==> src/rtl/ks_multiword_adder_pkg.sv <==
// ks_multiword_pkg: shared state encoding and sizing helper for the multiword adder
package ks_multiword_pkg;

    typedef enum logic [1:0] {IDLE, RUN, DONE} state_t;

    function automatic int cnt_w(input int words);
        return $clog2(words);
    endfunction

endpackage

==> src/rtl/ks_multiword_adder_if.sv <==
// ks_multiword_adder_if: operand/result handshake bundle for the multiword adder
interface ks_multiword_adder_if #(
    parameter int N     = 64,
    parameter int WORDS = 4
);
    localparam int W = N * WORDS;

    logic         inValid;
    logic         inReady;
    logic [W-1:0] A;
    logic [W-1:0] B;
    logic         Cin;
    logic         Sub;
    logic         outValid;
    logic         outReady;
    logic [W-1:0] S;
    logic         Cout;
    logic         overflowFlag;

    modport master (
        output inValid, A, B, Cin, Sub, outReady,
        input  inReady, outValid, S, Cout, overflowFlag
    );

    modport slave (
        input  inValid, A, B, Cin, Sub, outReady,
        output inReady, outValid, S, Cout, overflowFlag
    );

endinterface

==> src/rtl/ks_multiword_adder_kogge.sv <==
// KoggeStoneAdder: N-bit parallel-prefix adder with carry-in, carry-out and signed overflow
module KoggeStoneAdder #(
    parameter int N = 64
) (
    input  logic [N-1:0] A,
    input  logic [N-1:0] B,
    input  logic         Cin,
    output logic [N-1:0] S,
    output logic         Cout,
    output logic         overflowFlag
);
    localparam int L = $clog2(N);

    logic [N-1:0] x;
    logic [N-1:0] g;
    logic [N-1:0] p;

    // prefix tree evaluated in place; descending index keeps each level reading the previous level
    always_comb begin
        x = A ^ B;
        g = A & B;
        p = x;
        g[0] = g[0] | (p[0] & Cin);
        for (int l = 0; l < L; l++) begin
            for (int i = N - 1; i >= (1 << l); i--) begin
                g[i] = g[i] | (p[i] & g[i - (1 << l)]);
                p[i] = p[i] & p[i - (1 << l)];
            end
        end
    end

    assign S            = x ^ {g[N-2:0], Cin};
    assign Cout         = g[N-1];
    assign overflowFlag = g[N-1] ^ g[N-2];

endmodule

==> src/rtl/ks_multiword_adder.sv <==
// ks_multiword_adder: WORDS x N-bit add/subtract by reusing one N-bit Kogge-Stone slice over WORDS cycles
module ks_multiword_adder
    import ks_multiword_pkg::*;
#(
    parameter int N     = 64,
    parameter int WORDS = 4
) (
    input  logic              clk,
    input  logic              rst,
    ks_multiword_adder_if.slave bus
);
    localparam int W  = N * WORDS;
    localparam int CW = cnt_w(WORDS);

    state_t         state;
    state_t         state_n;
    logic [W-1:0]   a_sr;
    logic [W-1:0]   b_sr;
    logic [W-N-1:0] r_sr;
    logic [W-1:0]   res_n;
    logic [W-1:0]   s_q;
    logic           carry;
    logic           cout_q;
    logic           ovf_q;
    logic [CW-1:0]  cnt;
    logic [N-1:0]   sum;
    logic           co;
    logic           ov;
    logic           accept;
    logic           last;

    KoggeStoneAdder #(.N(N)) u_ks (
        .A            (a_sr[N-1:0]),
        .B            (b_sr[N-1:0]),
        .Cin          (carry),
        .S            (sum),
        .Cout         (co),
        .overflowFlag (ov)
    );

    assign accept = (state == IDLE) && bus.inValid;
    assign last   = cnt == CW'(WORDS - 1);
    assign res_n  = {sum, r_sr};

    // next state: accept starts a run, last word finishes it, consumer handshake releases it
    always_comb begin
        state_n = (state == IDLE && bus.inValid)  ? RUN  :
                  (state == RUN  && last)         ? DONE :
                  (state == DONE && bus.outReady) ? IDLE : state;
    end

    // state register
    always_ff @(posedge clk) begin
        if (rst) state <= IDLE;
        else     state <= state_n;
    end

    // operand/result shift registers, inter-word carry and captured outputs
    always_ff @(posedge clk) begin
        if (rst) begin
            a_sr   <= '0;
            b_sr   <= '0;
            r_sr   <= '0;
            carry  <= 1'b0;
            cnt    <= '0;
            s_q    <= '0;
            cout_q <= 1'b0;
            ovf_q  <= 1'b0;
        end else if (accept) begin
            a_sr  <= bus.A;
            b_sr  <= bus.Sub ? ~bus.B : bus.B;
            carry <= bus.Sub | bus.Cin;
            cnt   <= '0;
            r_sr  <= '0;
        end else if (state == RUN) begin
            a_sr  <= a_sr >> N;
            b_sr  <= b_sr >> N;
            r_sr  <= res_n[W-1:N];
            carry <= co;
            cnt   <= cnt + CW'(1);
            if (last) begin
                s_q    <= res_n;
                cout_q <= co;
                ovf_q  <= ov;
            end
        end
    end

    assign bus.inReady      = state == IDLE;
    assign bus.outValid     = state == DONE;
    assign bus.S            = s_q;
    assign bus.Cout         = cout_q;
    assign bus.overflowFlag = ovf_q;

endmodule

==> src/flat_wrapper.sv <==
// flat-port wrapper written by rule: the top's interface ports become plain ports
module ks_multiword_adder_flat import ks_multiword_pkg::*;
#(
    parameter int N     = 64,
    parameter int WORDS = 4
)
  (clk, rst, bus_inValid, bus_A, bus_B, bus_Cin, bus_Sub, bus_outReady, bus_inReady, bus_outValid, bus_S, bus_Cout, bus_overflowFlag);
  ks_multiword_adder_if #(.N(N), .WORDS(WORDS)) bus_i ();
  input  logic clk;
  input  logic rst;
  input wire logic [$bits(bus_i.inValid)-1:0] bus_inValid;
  input wire logic [$bits(bus_i.A)-1:0] bus_A;
  input wire logic [$bits(bus_i.B)-1:0] bus_B;
  input wire logic [$bits(bus_i.Cin)-1:0] bus_Cin;
  input wire logic [$bits(bus_i.Sub)-1:0] bus_Sub;
  input wire logic [$bits(bus_i.outReady)-1:0] bus_outReady;
  output wire logic [$bits(bus_i.inReady)-1:0] bus_inReady;
  output wire logic [$bits(bus_i.outValid)-1:0] bus_outValid;
  output wire logic [$bits(bus_i.S)-1:0] bus_S;
  output wire logic [$bits(bus_i.Cout)-1:0] bus_Cout;
  output wire logic [$bits(bus_i.overflowFlag)-1:0] bus_overflowFlag;
  assign bus_i.inValid = bus_inValid;
  assign bus_i.A = bus_A;
  assign bus_i.B = bus_B;
  assign bus_i.Cin = bus_Cin;
  assign bus_i.Sub = bus_Sub;
  assign bus_i.outReady = bus_outReady;
  assign bus_inReady = bus_i.inReady;
  assign bus_outValid = bus_i.outValid;
  assign bus_S = bus_i.S;
  assign bus_Cout = bus_i.Cout;
  assign bus_overflowFlag = bus_i.overflowFlag;
  ks_multiword_adder #(.N(N), .WORDS(WORDS)) u_core (.clk(clk), .rst(rst), .bus(bus_i));
endmodule
==> config.mk <==
export PLATFORM = sky130hd
export DESIGN_NAME = ks_multiword_adder_flat
export DESIGN_NICKNAME = d
export VERILOG_FILES = /design/src/rtl/ks_multiword_adder_pkg.sv /design/src/rtl/ks_multiword_adder_if.sv /design/src/rtl/ks_multiword_adder_kogge.sv /design/src/rtl/ks_multiword_adder.sv /design/src/flat_wrapper.sv
export SDC_FILE = /design/constraint.sdc
export NUM_CORES = 2
export LEC_CHECK = 0
export CORE_MARGIN = 2
export CORE_UTILIZATION = 45
export CTS_CLUSTER_SIZE = 25
export DETAILED_ROUTE_END_ITERATION = 6
export GPL_ROUTABILITY_DRIVEN = 0
export HOLD_SLACK_MARGIN = 0.06
export PLACE_DENSITY = 0.79
export SYNTH_ARGS = -nofsm -noshare
export SYNTH_HDL_FRONTEND = slang
export SYNTH_SLANG_ARGS = --single-unit
==> constraint.sdc <==
create_clock -name clk -period 3.1 [get_ports clk]
set_input_delay 0.465 -clock clk [delete_from_list [all_inputs] [get_ports clk]]
set_output_delay 0.465 -clock clk [all_outputs]
set_load 0.01 [all_outputs]
==> impl_metrics.py <==
metrics = {
    "worst_setup_path": {
        "critPathCaptureType": "flop",
        "start_kind": "flop",
        "cp_cell_sequence": "fa_2 > inv_2 > fa_2 > nand2b_4 > a21oi_4 > o211ai_1 > a31oi_1 > buf_4 > a31o_4 > a211o_1 > nand2_1 > o31ai_2 > buf_4 > o21ai_4 > a21oi_1",
        "required_ns": 3.63,
        "rr_worst_depth": 15,
        "path_delay_family": "compound AO/OA/AOI/OAI gates",
        "r2r-end": "u_core.carry",
        "max_stage_delay_ns": 0.39,
        "cp_slowest_cell": "fa_2",
        "crit_arrival_ns": 3.61,
        "rrSetupSlack_ns": 0.02,
        "critPathBufInv": 3,
        "crit_type": "reg -> reg",
        "reg2reg_from": "u_core.a_sr[0]",
        "critPathMaxFanout": 4,
    },
    "synth": {
        "avgSynthCellArea_um2": 8.40,
        "synth_edf_count": 0,
        "synth_nets": 5401,
        "netlist_instances": 4817,
        "syn-cell-area_mm2": 0.0404,
        "yosysSeqAreaShare_pct": 47.9,
        "ys_types": 70,
        "async_flop_share_pct": 0,
        "ys.warnings.count": 0,
        "synth_seq_cells": 967,
        "synth_flop_cell": "dfxtp_1",
    },
    "cells_and_area": {
        "syn_to_final_growth_pct": 32.5,
        "final_cell_mix": "962 x dfxtp_1, 905 x nand2_1, 775 x clkdlybuf4s50_1",
        "drive_gt1_share_pct": 7.26,
        "register_area_mm2": 0.0194,
        "finish.utilization_pct": 60.3,
        "final_cells": 6705,
        "nFillCells": 7580,
        "multi_input_area_mm2": 0.0195,
        "layout_commonest_cell": "dfxtp_1",
        "nets": 6011,
    },
    "floorplan": {
        "num_rows": 109,
        "die_area_mm2": 0.0923,
        "coreArea_mm2": 0.0888,
        "initial_core_util_pct": 45.6,
        "ios": 778,
        "fp.dieH_um": 304,
        "chipWidth_um": 304,
    },
    "clock_tree": {
        "numCtsBuffers": 101,
        "cts_sinks": 967,
        "tritoncts": "built",
        "clkTransAtPathRegs_ns": 0.06,
        "htree_levels": 3,
        "clk-insertion-delay-late_ns": 0.68,
        "cts-root-buf": "clkbuf_16",
        "clockBufferDepth": 3,
    },
    "hold_path": {
        "hold_start": "rst",
        "hold-path-cell-count": 2,
        "hold_path_end": "u_core.a_sr[254]",
        "hold_class": "in -> reg",
    },
    "sta": {
        "tightest_slew_ns": 1.09,
        "final.period_utilization_pct": 99.4,
        "slew_viol_final": 0,
        "max_freq_mhz": 325,
        "layout_setup_ws_ns": 0.0199,
        "grt_setup_unrepaired": "yes",
        "relSlewSlack_pct": 27.0,
        "whs_ns": 0.113,
        "fin_crit_ns": 3.08,
        "finClkSkew_ns": 0.0224,
        "timing.final.hold_violations": 0,
        "setup_viol": 0,
    },
    "flow_run": {
        "cap_violations": 0,
    },
    "placed_design": {
        "hpwl_um": 108000,
        "dp_slack_ns": -0.243,
        "portBuffers": 777,
        "dp.cells": 6482,
    },
    "routing": {
        "drt_iter0_drc": 4716,
        "dr.pass1.iters": 7,
        "drt_wl_total_um": 151000,
        "drc_errors": 122,
        "post_drt_wl_per_cell_um": 22.5,
        "ant_nets": 0,
        "via_count": 39300,
        "vias_per_cell": 5.86,
    },
    "pwr": {
        "leakage_nw": 19.7,
        "irDropWorstVdd_v": 0.000433,
        "p_per_area_mw_per_mm2": 565,
    },
    "global_routing": {
        "grt_max_degree": 194,
        "grt_pass1_vias": 37000,
        "grt_first_pass_wirelength_um": 224000,
        "grt-ovfl-total": 0,
        "grt_antenna_before_repair": 36,
        "grt_use_total_pct": 31.1,
    },
    "status": {
        "violations": "design-rule violations",
        "status": "finished with violations",
    },
}
-- cell usage after synthesis (3+ instances only) --
| master | instances | area share, % |
|---|---|---|
| nor2b_1 | 5 | 0.077 |
| nor3_1 | 51 | 0.63 |
| nand4_1 | 21 | 0.32 |
| a22oi_1 | 130 | 2.4 |
| o22ai_1 | 152 | 2.4 |
| a21o_1 | 35 | 0.65 |
| or3_1 | 5 | 0.077 |
| or4_1 | 7 | 0.13 |
| nor4b_1 | 3 | 0.065 |
| o211ai_1 | 5 | 0.093 |
| a31o_2 | 3 | 0.065 |
| nand2_1 | 908 | 8.4 |
| a211o_1 | 4 | 0.087 |
| a211oi_1 | 141 | 2.6 |
| and4_1 | 3 | 0.065 |
| clkbuf_1 | 412 | 3.8 |
| o21a_1 | 5 | 0.093 |
| xnor2_1 | 34 | 0.74 |
| a222oi_1 | 192 | 4.8 |
| a31oi_1 | 10 | 0.15 |
| or2_2 | 3 | 0.046 |
| o21ai_1 | 6 | 0.074 |
| a21oi_1 | 506 | 6.3 |
| nand3_1 | 26 | 0.32 |
| inv_1 | 40 | 0.37 |
| nand2b_1 | 7 | 0.11 |
| dfxtp_1 | 967 | 48 |
| o22a_1 | 40 | 0.87 |
| nor2_1 | 574 | 5.3 |
| o31a_1 | 3 | 0.065 |
| nand3b_1 | 6 | 0.11 |
| xor2_1 | 279 | 6.0 |
| a221oi_1 | 26 | 0.56 |
| buf_1 | 27 | 0.25 |
| ha_1 | 64 | 2.0 |
| nor4_1 | 6 | 0.093 |
| o21ai_0 | 37 | 0.46 |
| a21boi_0 | 5 | 0.093 |
| o31ai_1 | 5 | 0.093 |
| o21bai_1 | 17 | 0.32 |
| and3_1 | 9 | 0.14 |
| buf_2 | 3 | 0.037 |
-- worst max-delay path by stage --
stage                              start               end  slack (ns)  depth (start not counted)
after detailed placement    u_core.carry      u_core.carry       -0.24                         15
after global routing      u_core.a_sr[0]  u_core.r_sr[176]       -0.12                         14
after global placement      u_core.carry      u_core.carry       -0.26                         15
after CTS                   u_core.carry  u_core.r_sr[164]        0.01                         14
after floorplan             u_core.carry  u_core.r_sr[164]        0.06                         13
final                     u_core.a_sr[0]      u_core.carry        0.02                         15
-- logic make-up (layout without fill, tap and decap cells) --
| logic type | Yosys count | in the layout | synth area share [%] |
|---|---|---|---|
| buf+inv | 484 | 1174 | 4.50 |
| flops | 967 | 967 | 47.9 |
| xor+xnor | 313 | 313 | 6.78 |
| mux | 2 | 2 | 0.0495 |
| compound gates | 1342 | 1342 | 22.6 |
| other cells | 0 | 33 | 0 |
| simple gates | 1643 | 1643 | 16.1 |
| fa+ha+maj | 66 | 66 | 2.08 |
-- report_power, final --
group	switching [mW]	internal, mW
sequential	0.472	13.0
clock	5.19	7.31
combinational	2.41	1.88
-- metal layers --
| layer | part of all wire [%] | global-route usage, % |
|---|---|---|
| met2 | 47 | 51.2 |
| met5 | 0.013 | 0 |
| met4 | 6.6 | 19.4 |
| met1 | 39 | 37.4 |
| met3 | 7.8 | 5.90 |
-- per-stage QoR --
step | power [mW] | TNS, ns | instance area (um^2)
2_1_floorplan | 15.8 | 0 | 40400
3_3_place_gp | 17.8 | -1.38 | 49800
3_5_place_dp | 17.9 | -1.61 | 49800
4_1_cts | 30.3 | 0 | 53300
5_1_grt | 31.2 | -1.15 | 53600
6_report | 30.2 | 0 | 53600
-- sequential cells by signal, summed over array words and instances, names as in the netlist --
name	count
u_core.a_sr	256
u_core.b_sr	256
u_core.bus.S	256
u_core.r_sr	192
u_core.cnt	2
u_core.state	2
u_core.bus.Cout	1
u_core.bus.overflowFlag	1
u_core.carry	1
-- layout make-up --
cell class	count	area share, %
Clock inverter	35	0.782
Inverter	41	0.306
Multi-Input combinational cell	3366	36.5
Clock buffer	148	5.61
Antenna cell	33	0.154
Sequential cell	967	36.1
Tap cell	1165	2.72
Timing Repair Buffer	950	17.8
-- repair_timing --
item                                    in CTS  in global routing
endpoints found under the setup margin      27                 56
pin swaps                                   14                 22
hold buffers                                 0                  0
buffers inserted                             3                  4
resized for setup                           20                 33
(Power assumes the default switching activity.)
